<file path="config.mk">
export PLATFORM = sky130hd
export DESIGN_NAME = pipe_if_id_buf
export DESIGN_NICKNAME = d
export VERILOG_FILES = /design/src/rtl/pipe_if_id_buf.sv
export SDC_FILE = /design/constraint.sdc
export NUM_CORES = 1
export LEC_CHECK = 0
export BUFFER_PORTS_ARGS = -buffer_cell sky130_fd_sc_hd__buf_2
export CAP_MARGIN = 0
export CORE_UTILIZATION = 60
export CTS_BUF_LIST = sky130_fd_sc_hd__clkbuf_8
export DETAILED_ROUTE_END_ITERATION = 8
export GPL_TIMING_DRIVEN = 0
export PLACE_DENSITY = 0.88
export SYNTH_ARGS = -nofsm -noshare
export SYNTH_HDL_FRONTEND = slang
export SYNTH_SLANG_ARGS = --single-unit
export TNS_END_PERCENT = 5
</file>
<file path="constraint.sdc">
create_clock -name clk -period 14.2 [get_ports clk]
set_input_delay 2.13 -clock clk [delete_from_list [all_inputs] [get_ports clk]]
set_output_delay 2.13 -clock clk [all_outputs]
set_load 0.005 [all_outputs]
</file>
<file path="src/rtl/pipe_if_id_buf.sv">
// pipe_if_id_buf: two-entry skid buffer at the IF/ID boundary of the MIPS pipeline.
// Fetch may run up to two words ahead of a stalled decode stage. A flush
// discards everything buffered. An empty buffer presents a NOP bubble
// (instruction 0) to decode.
// Optional build macro: PIPE_IF_ID_PERF_EN adds the stall_cycles counter port.
`timescale 1ns/1ps

module pipe_if_id_buf #(
    parameter int unsigned DEPTH = 2,
    parameter int unsigned DW    = 32
) (
    input  logic          clk,
    input  logic          rst,
    input  logic          if_valid,
    output logic          if_ready,
    input  logic [DW-1:0] if_pc4,
    input  logic [DW-1:0] if_instruction,
    input  logic          flush,
    input  logic          id_ready,
    output logic          id_valid,
    output logic [DW-1:0] id_pc4,
    output logic [DW-1:0] id_instruction,
    output logic [1:0]    occupancy
`ifdef PIPE_IF_ID_PERF_EN
    ,
    output logic [31:0]   stall_cycles
`endif
);

    localparam int unsigned PW = 1;
    localparam int unsigned CW = 2;
    localparam int unsigned SW = 32;
    localparam logic [CW-1:0] FULL = CW'(DEPTH);

    typedef struct packed {
        logic [DW-1:0] pc4;
        logic [DW-1:0] instruction;
    } entry_t;

    entry_t         entry_q [DEPTH];
    logic [PW-1:0]  wr_q, wr_d;
    logic [PW-1:0]  rd_q, rd_d;
    logic [CW-1:0]  count_q, count_d;
    logic           push_c;
    logic           pop_c;

    // Handshake and head-word presentation, derived from registered state only
    always_comb begin
        if_ready       = (count_q != FULL);
        id_valid       = (count_q != '0);
        id_pc4         = '0;
        id_instruction = '0;
        occupancy      = count_q;
        if (id_valid) begin
            id_pc4         = entry_q[rd_q].pc4;
            id_instruction = entry_q[rd_q].instruction;
        end
    end

    assign push_c = if_valid & if_ready & ~flush;
    assign pop_c  = id_valid & id_ready & ~flush;

    // Next pointer/count; flush overrides any push or pop
    always_comb begin
        wr_d    = wr_q;
        rd_d    = rd_q;
        count_d = count_q;
        if (flush) begin
            wr_d    = '0;
            rd_d    = '0;
            count_d = '0;
        end else begin
            if (push_c) wr_d = wr_q + PW'(1);
            if (pop_c)  rd_d = rd_q + PW'(1);
            if (push_c && !pop_c) begin
                count_d = count_q + CW'(1);
            end else if (pop_c && !push_c) begin
                count_d = count_q - CW'(1);
            end
        end
    end

    // Pointer and count registers
    always_ff @(posedge clk) begin
        if (rst) begin
            wr_q    <= '0;
            rd_q    <= '0;
            count_q <= '0;
        end else begin
            wr_q    <= wr_d;
            rd_q    <= rd_d;
            count_q <= count_d;
        end
    end

    // Entry storage; contents left stale on flush since count gates visibility
    always_ff @(posedge clk) begin
        if (rst) begin
            for (int unsigned i = 0; i < DEPTH; i++) begin
                entry_q[i] <= '0;
            end
        end else if (push_c) begin
            entry_q[wr_q] <= '{pc4: if_pc4, instruction: if_instruction};
        end
    end

`ifdef PIPE_IF_ID_PERF_EN
    logic [SW-1:0] stall_q, stall_d;

    // Count cycles where fetch is held off by a full buffer
    always_comb begin
        stall_d = stall_q;
        if (if_valid && !if_ready && !flush) begin
            stall_d = stall_q + SW'(1);
        end
    end

    // Stall counter register; survives flush
    always_ff @(posedge clk) begin
        if (rst) begin
            stall_q <= '0;
        end else begin
            stall_q <= stall_d;
        end
    end

    assign stall_cycles = stall_q;
`endif

endmodule

</file>
# Word level (Yosys, flattened, before mapping)
# Memory sizes are Yosys's and may differ from the RTL's. A register that Yosys moved wholly into a read port is not among the register bits.
# Index checks and enable logic that the tools add are counted.
[word_totals]
word_cells = 36
ff_bits = 4
output_inout_bits = 68
ram_bits = 128
in_bits = 69
memories = 1
[op_classes]
n_addsub = 4
n_mux = 14
eq_ne = 1
bitwise = 5
reduce_logical = 8
[mem_list]
columns = ["memory", "words", "word_bits", "read_ports", "rd_clocked_by_memory_dff", "wr", "line_no", "source"]
rows = [
  ["entry_q", 2, 64, 1, 1, 2, "40", "entry_t entry_q [DEPTH];"],
]
[ops]
columns = ["cell", "count"]
rows = [
  ["two-way mux 32 bit", 2],
  ["two-way mux 64 bit", 1],
  ["OR reduction 64 bit", 1],
  ["two-way mux 1 bit", 9],
  ["bitwise AND 1 bit", 4],
  ["two-way mux 2 bit", 2],
  ["nonzero test 2 bit", 2],
  ["adder 1 bit, second input constant", 2],
  ["adder 2 x 1 -> 2 bit, second input constant", 1],
  ["logical AND 1 bit", 2],
  ["logical NOT 1 bit", 2],
  ["!= test 2 bit, second input constant", 1],
  ["OR reduction 2 bit", 1],
  ["subtractor 2 x 1 -> 2 bit, second input constant", 1],
  ["inverter 1 bit", 1],
]

# Depth between registers and ports, before layout
[logic_depth]
ltp_word = 8
ltp_mapped = 8
depth_no_buf = 8

# Least setup slack after synthesis
# No wires, ideal clock.
[synth_path]
path_kind = "input port to flip-flop"
from = "input if_valid"
to = "memory entry_q[0][0] (netlist name) (enable)"
stages = 2
arrival_time_ps = 6919
required_ps = 13618
slack_ps = 6699
cell_sequence = "nand2_1 o31ai_1"
[synth_rtl]
columns = ["element", "line_no", "source"]
rows = [
  ["from (decl)", "14", "input logic if_valid,"],
  ["to (decl)", "40", ""],
]

# Worst setup path after layout
[layout_path]
from = "register count_q[0] (netlist: occupancy[0])"
to = "output id_pc4[12]"
[layout_via]
elab_chain_cells = 2
[layout_rtl]
columns = ["element", "line_no", "source"]
rows = [
  ["from (decl)", "43", "logic [CW-1:0] count_q, count_d;"],
  ["from (signal assigned)", "92", "count_q <= count_d;"],
  ["nonzero test 2 bit", "50", "id_valid = (count_q != '0);"],
  ["two-way mux 32 bit", "54", "if (id_valid) begin"],
  ["to (decl)", "21", "output logic [DW-1:0] id_pc4,"],
]
# No other way between the ends.

==> results <==
- The flow ran to the end, and the final reports show no timing, DRC or antenna violations.
- The number of clock sinks seen by CTS is 133.
- The synthesized design contains 128 enable-type register cells.
- Data on the critical path is required at its endpoint by 12.07 ns.
- The post-route met1 wirelength is 4780 um.
- The initial utilization of the core area, before any placement, comes to 61.5%.
- Before antenna repair, the detailed router went through 5 iterations.
- The number of nets in the finished design is 674.
- The total clock buffers created by CTS is 17.
- On the final layout, the worst clock skew is 0.00634 ns.
- The number of remaining DRC errors is 0.
- The number of global-route vias before repair is 3818.
- Of the post-synthesis cell area, the dominant cell type holds 64.2%.
- The uppermost layer routed is met4.
- Counting I/O delays and the setup requirement, the final critical path takes 4.29 ns.
- The arrival time of data at the critical path endpoint is 2.16 ns.
- In the synthesized netlist, the number of instances is 446.
- The worst setup path is captured at an output pin.
- The routed wire length per instance is 15.9 um.
- The period utilization is 30.2%.
- The wire length of the first global-routing pass is 18100 um.
- The overall power after layout is 0.910 mW.
- Clock-pin slew was measured on the worst setup and hold paths at 0.07 ns.
- The slew at the pin closest to its max-slew limit is 0.960 ns.
- Once layout is complete, the cells apart from fillers number 750.
- The post-CTS resize count is 0.
- Pin placement for this block handled 137 I/O pins.
- The critical path startpoint category is a flop.
- The worst hold path class is flop to flop.
- The net count after synthesis is 516.
- Averaged over all synthesized cells, the footprint is 13.4 sq um.
- The width of the chip is 102 um.
- The clock passes through at most 2 buffers.
- Fill cells in the final layout number 655.
- The highest fanout seen on the critical path is 10.
- The clock root buffer is sky130_fd_sc_hd__clkbuf_8.
- The placeable core region is 9730 sq um.
- The H-tree depth reported by CTS is 4.
- Yosys instantiated no cell more often than sky130_fd_sc_hd__edfxtp_1.
- The detailed-route via count is 3915.
- Dividing the detail-routed via count by the number of cells gives 5.22.
- The amount of wire on met3 after detailed routing is 614 um.
- The number of hold buffers added after CTS is 0.
- The latest clock arrival within the worst-skew pair is 0.42 ns.
- The class of the most critical setup path is flop to output pin.
- The instance count after placement with tap cells included is 718.
- The sum of negative setup slack is 0 ns.
- The final-report setup violation count is 0.
- The clock tree from TritonCTS is yes.
- The area growth from synthesis to layout is 23.8%.
- The total overflow left after global routing is 0.
- Yosys mapped the design onto 24 distinct sky130hd cell types.
- The count of input and output buffers is 136.
- The remaining antenna violation count is 0.
- The number of antenna violations at the first check in global routing is 1.
- In this run the static leakage power is 3.05 nW.
- Entering global routing, the biggest net connects 65 pins.
- The count of inserted antenna diode cells is 0.
- The maximum clock frequency is 0.233 GHz.
- Sorting the synthesized cells by how often they occur yields 128 x sky130_fd_sc_hd__edfxtp_1, 105 x sky130_fd_sc_hd__and2_1, 69 x sky130_fd_sc_hd__nor2_1.
- The half-perimeter wire length after detailed placement is 7840 um.
- Setup repair after global routing left no endpoint under its margin.
- The y dimension of the die is 102 um.
- The worst hold-check slack is 0.516 ns.
- Counting flops with an async set or reset pin after synthesis yields a share of 0%.
- VDD sags by at most 0.0926 mV.
- Measured against its own limit, the worst slew margin works out to 36.0%.
- At the end of routability-driven placement, the weighted congestion stood at 0.786.
- The initial detailed-routing violation count is 168.
- The fraction of the yosys area taken by sequential cells is 65.9%.
- The count of final hold-check violations was 0.
- The die covers 10400 sq um.
- The fraction of final layout cells sized beyond drive strength 1 is 35.2%.
- By area the synthesized netlist is led by sky130_fd_sc_hd__edfxtp_1 64%, sky130_fd_sc_hd__and2_1 11%, sky130_fd_sc_hd__mux2i_1 11%, sky130_fd_sc_hd__nor2_1 4.3%, sky130_fd_sc_hd__and2_2 2.9%.
- The synthesis warning total is 0.
- Max-cap violations in this run came to 0.
- Dividing total power by cell area gives a power density of 123 nW/um^2.
- After floorplanning, the core was divided into 36 placement rows.
- The max-slew violation count came to 0.
- For this run, the leading register cell type out of synthesis is sky130_fd_sc_hd__edfxtp_1.
- The post-synth design cell area is 5990 sq um.
- The final wirelength is 11900 um.
- The routed design uses 6350 um of met2 wire.
- For this run, the total global-route usage over all layers was measured as 24.0%.
- The synthesis-stage register bit count is 133.
- The leading area contributor after synthesis is sky130_fd_sc_hd__edfxtp_1.
- The post-CTS setup-driven buffer insertion count is 0.
worst max-delay path, stage by stage (launching register included):
cell	delay [ns]
sky130_fd_sc_hd__dfxtp_1	0.38
sky130_fd_sc_hd__nor2_1	0.18
sky130_fd_sc_hd__clkbuf_1	0.46
sky130_fd_sc_hd__clkbuf_1	0.43
sky130_fd_sc_hd__nor2_1	0.13
sky130_fd_sc_hd__buf_2	0.15
through the flow:
step           cell area (sq um)  util (%)  setup slack [ns]
2_1_floorplan               5990         -              6.70
3_3_place_gp                6840      70.3              4.32
3_5_place_dp                6920      71.1              9.88
4_1_cts                     7410      76.2              9.85
5_1_grt                     7410      76.2              9.67
6_report                    7410      76.2              9.91
power breakdown:
group	switching (mW)	internal [mW]	leakage (nW)
Sequential	0.00624	0.451	1.38
Clock	0.144	0.243	0.235
Combinational	0.0372	0.0285	1.43
registers in the layout, summed over array words and instances, names as in the netlist, named ones only:
register / count
wr_q: 1
rd_q: 1
entry_q: 128
occupancy: 2
layout by cell type (no fill, tap or decap):
master	synthesis	layout
sky130_fd_sc_hd__clkbuf_1	5	5
sky130_fd_sc_hd__or2_4	0	1
sky130_fd_sc_hd__edfxtp_1	128	128
sky130_fd_sc_hd__clkinv_1	0	3
sky130_fd_sc_hd__buf_8	0	1
sky130_fd_sc_hd__o31ai_4	0	1
sky130_fd_sc_hd__dfxtp_1	5	5
sky130_fd_sc_hd__buf_16	0	2
sky130_fd_sc_hd__buf_6	1	1
sky130_fd_sc_hd__a21oi_1	2	2
sky130_fd_sc_hd__nor2_1	69	69
sky130_fd_sc_hd__buf_2	7	143
sky130_fd_sc_hd__ha_1	1	1
sky130_fd_sc_hd__xor2_1	3	3
sky130_fd_sc_hd__bufinv_16	0	7
sky130_fd_sc_hd__clkbuf_8	0	17
sky130_fd_sc_hd__nor4_4	2	2
sky130_fd_sc_hd__nand2_1	1	1
sky130_fd_sc_hd__buf_1	3	3
sky130_fd_sc_hd__buf_4	1	1
sky130_fd_sc_hd__clkbuf_2	11	11
sky130_fd_sc_hd__clkinvlp_4	0	3
sky130_fd_sc_hd__inv_6	0	1
sky130_fd_sc_hd__and2_1	105	105
sky130_fd_sc_hd__or3_1	2	2
sky130_fd_sc_hd__clkinv_2	0	1
sky130_fd_sc_hd__nor2b_2	1	1
sky130_fd_sc_hd__inv_1	5	5
sky130_fd_sc_hd__mux2i_1	64	64
sky130_fd_sc_hd__o21ai_0	3	3
sky130_fd_sc_hd__or2_1	1	1
sky130_fd_sc_hd__or2_2	2	1
sky130_fd_sc_hd__and2_2	23	23
layer usage:
metal / track usage [%] / vias up
met5: 0 / -
met3: 6.98 / 15
met1: 28.3 / 1927
met2: 41.6 / 119
li1: - / 1854
met4: 9.45 / 0
area by class of cell:
cell class                      instances  area (sq um)  area share, %
Inverter                                5          18.8          0.253
Timing Repair Buffer                  139           751           10.1
Tap cell                              133           166           2.24
Clock buffer                           17           234           3.16
Sequential cell                       133          3940           53.2
Clock inverter                         15           258           3.48
Buffer                                 28           139           1.87
Multi-Input combinational cell        280          1900           25.7
worst paths after layout:
check | from | endpoint | slack, ns | cells after the start
worst min-delay path | rd_q | rd_q | 0.52 | 2
worst max-delay path | occupancy[0] | id_pc4[12] | 9.91 | 5
worst max register to register | wr_q | entry_q[1][44] | 11.80 | 4
worst min register to register | rd_q | rd_q | 0.52 | 2
cells by family (layout without fill, tap and decap cells):
logic type / after synthesis / count (layout) / share of synthesized area [%]
adder cells (fa/ha/maj): 1 / 1 / 0.209
buffers and inverters: 33 / 204 / 2.63
XOR/XNOR: 3 / 3 / 0.439
AO/OA/AOI/OAI: 6 / 6 / 0.543
multiplexers: 64 / 64 / 10.7
flip-flops: 133 / 133 / 65.9
AND/OR/NAND/NOR: 206 / 206 / 19.6
Power figures use the tool's default switching activity.
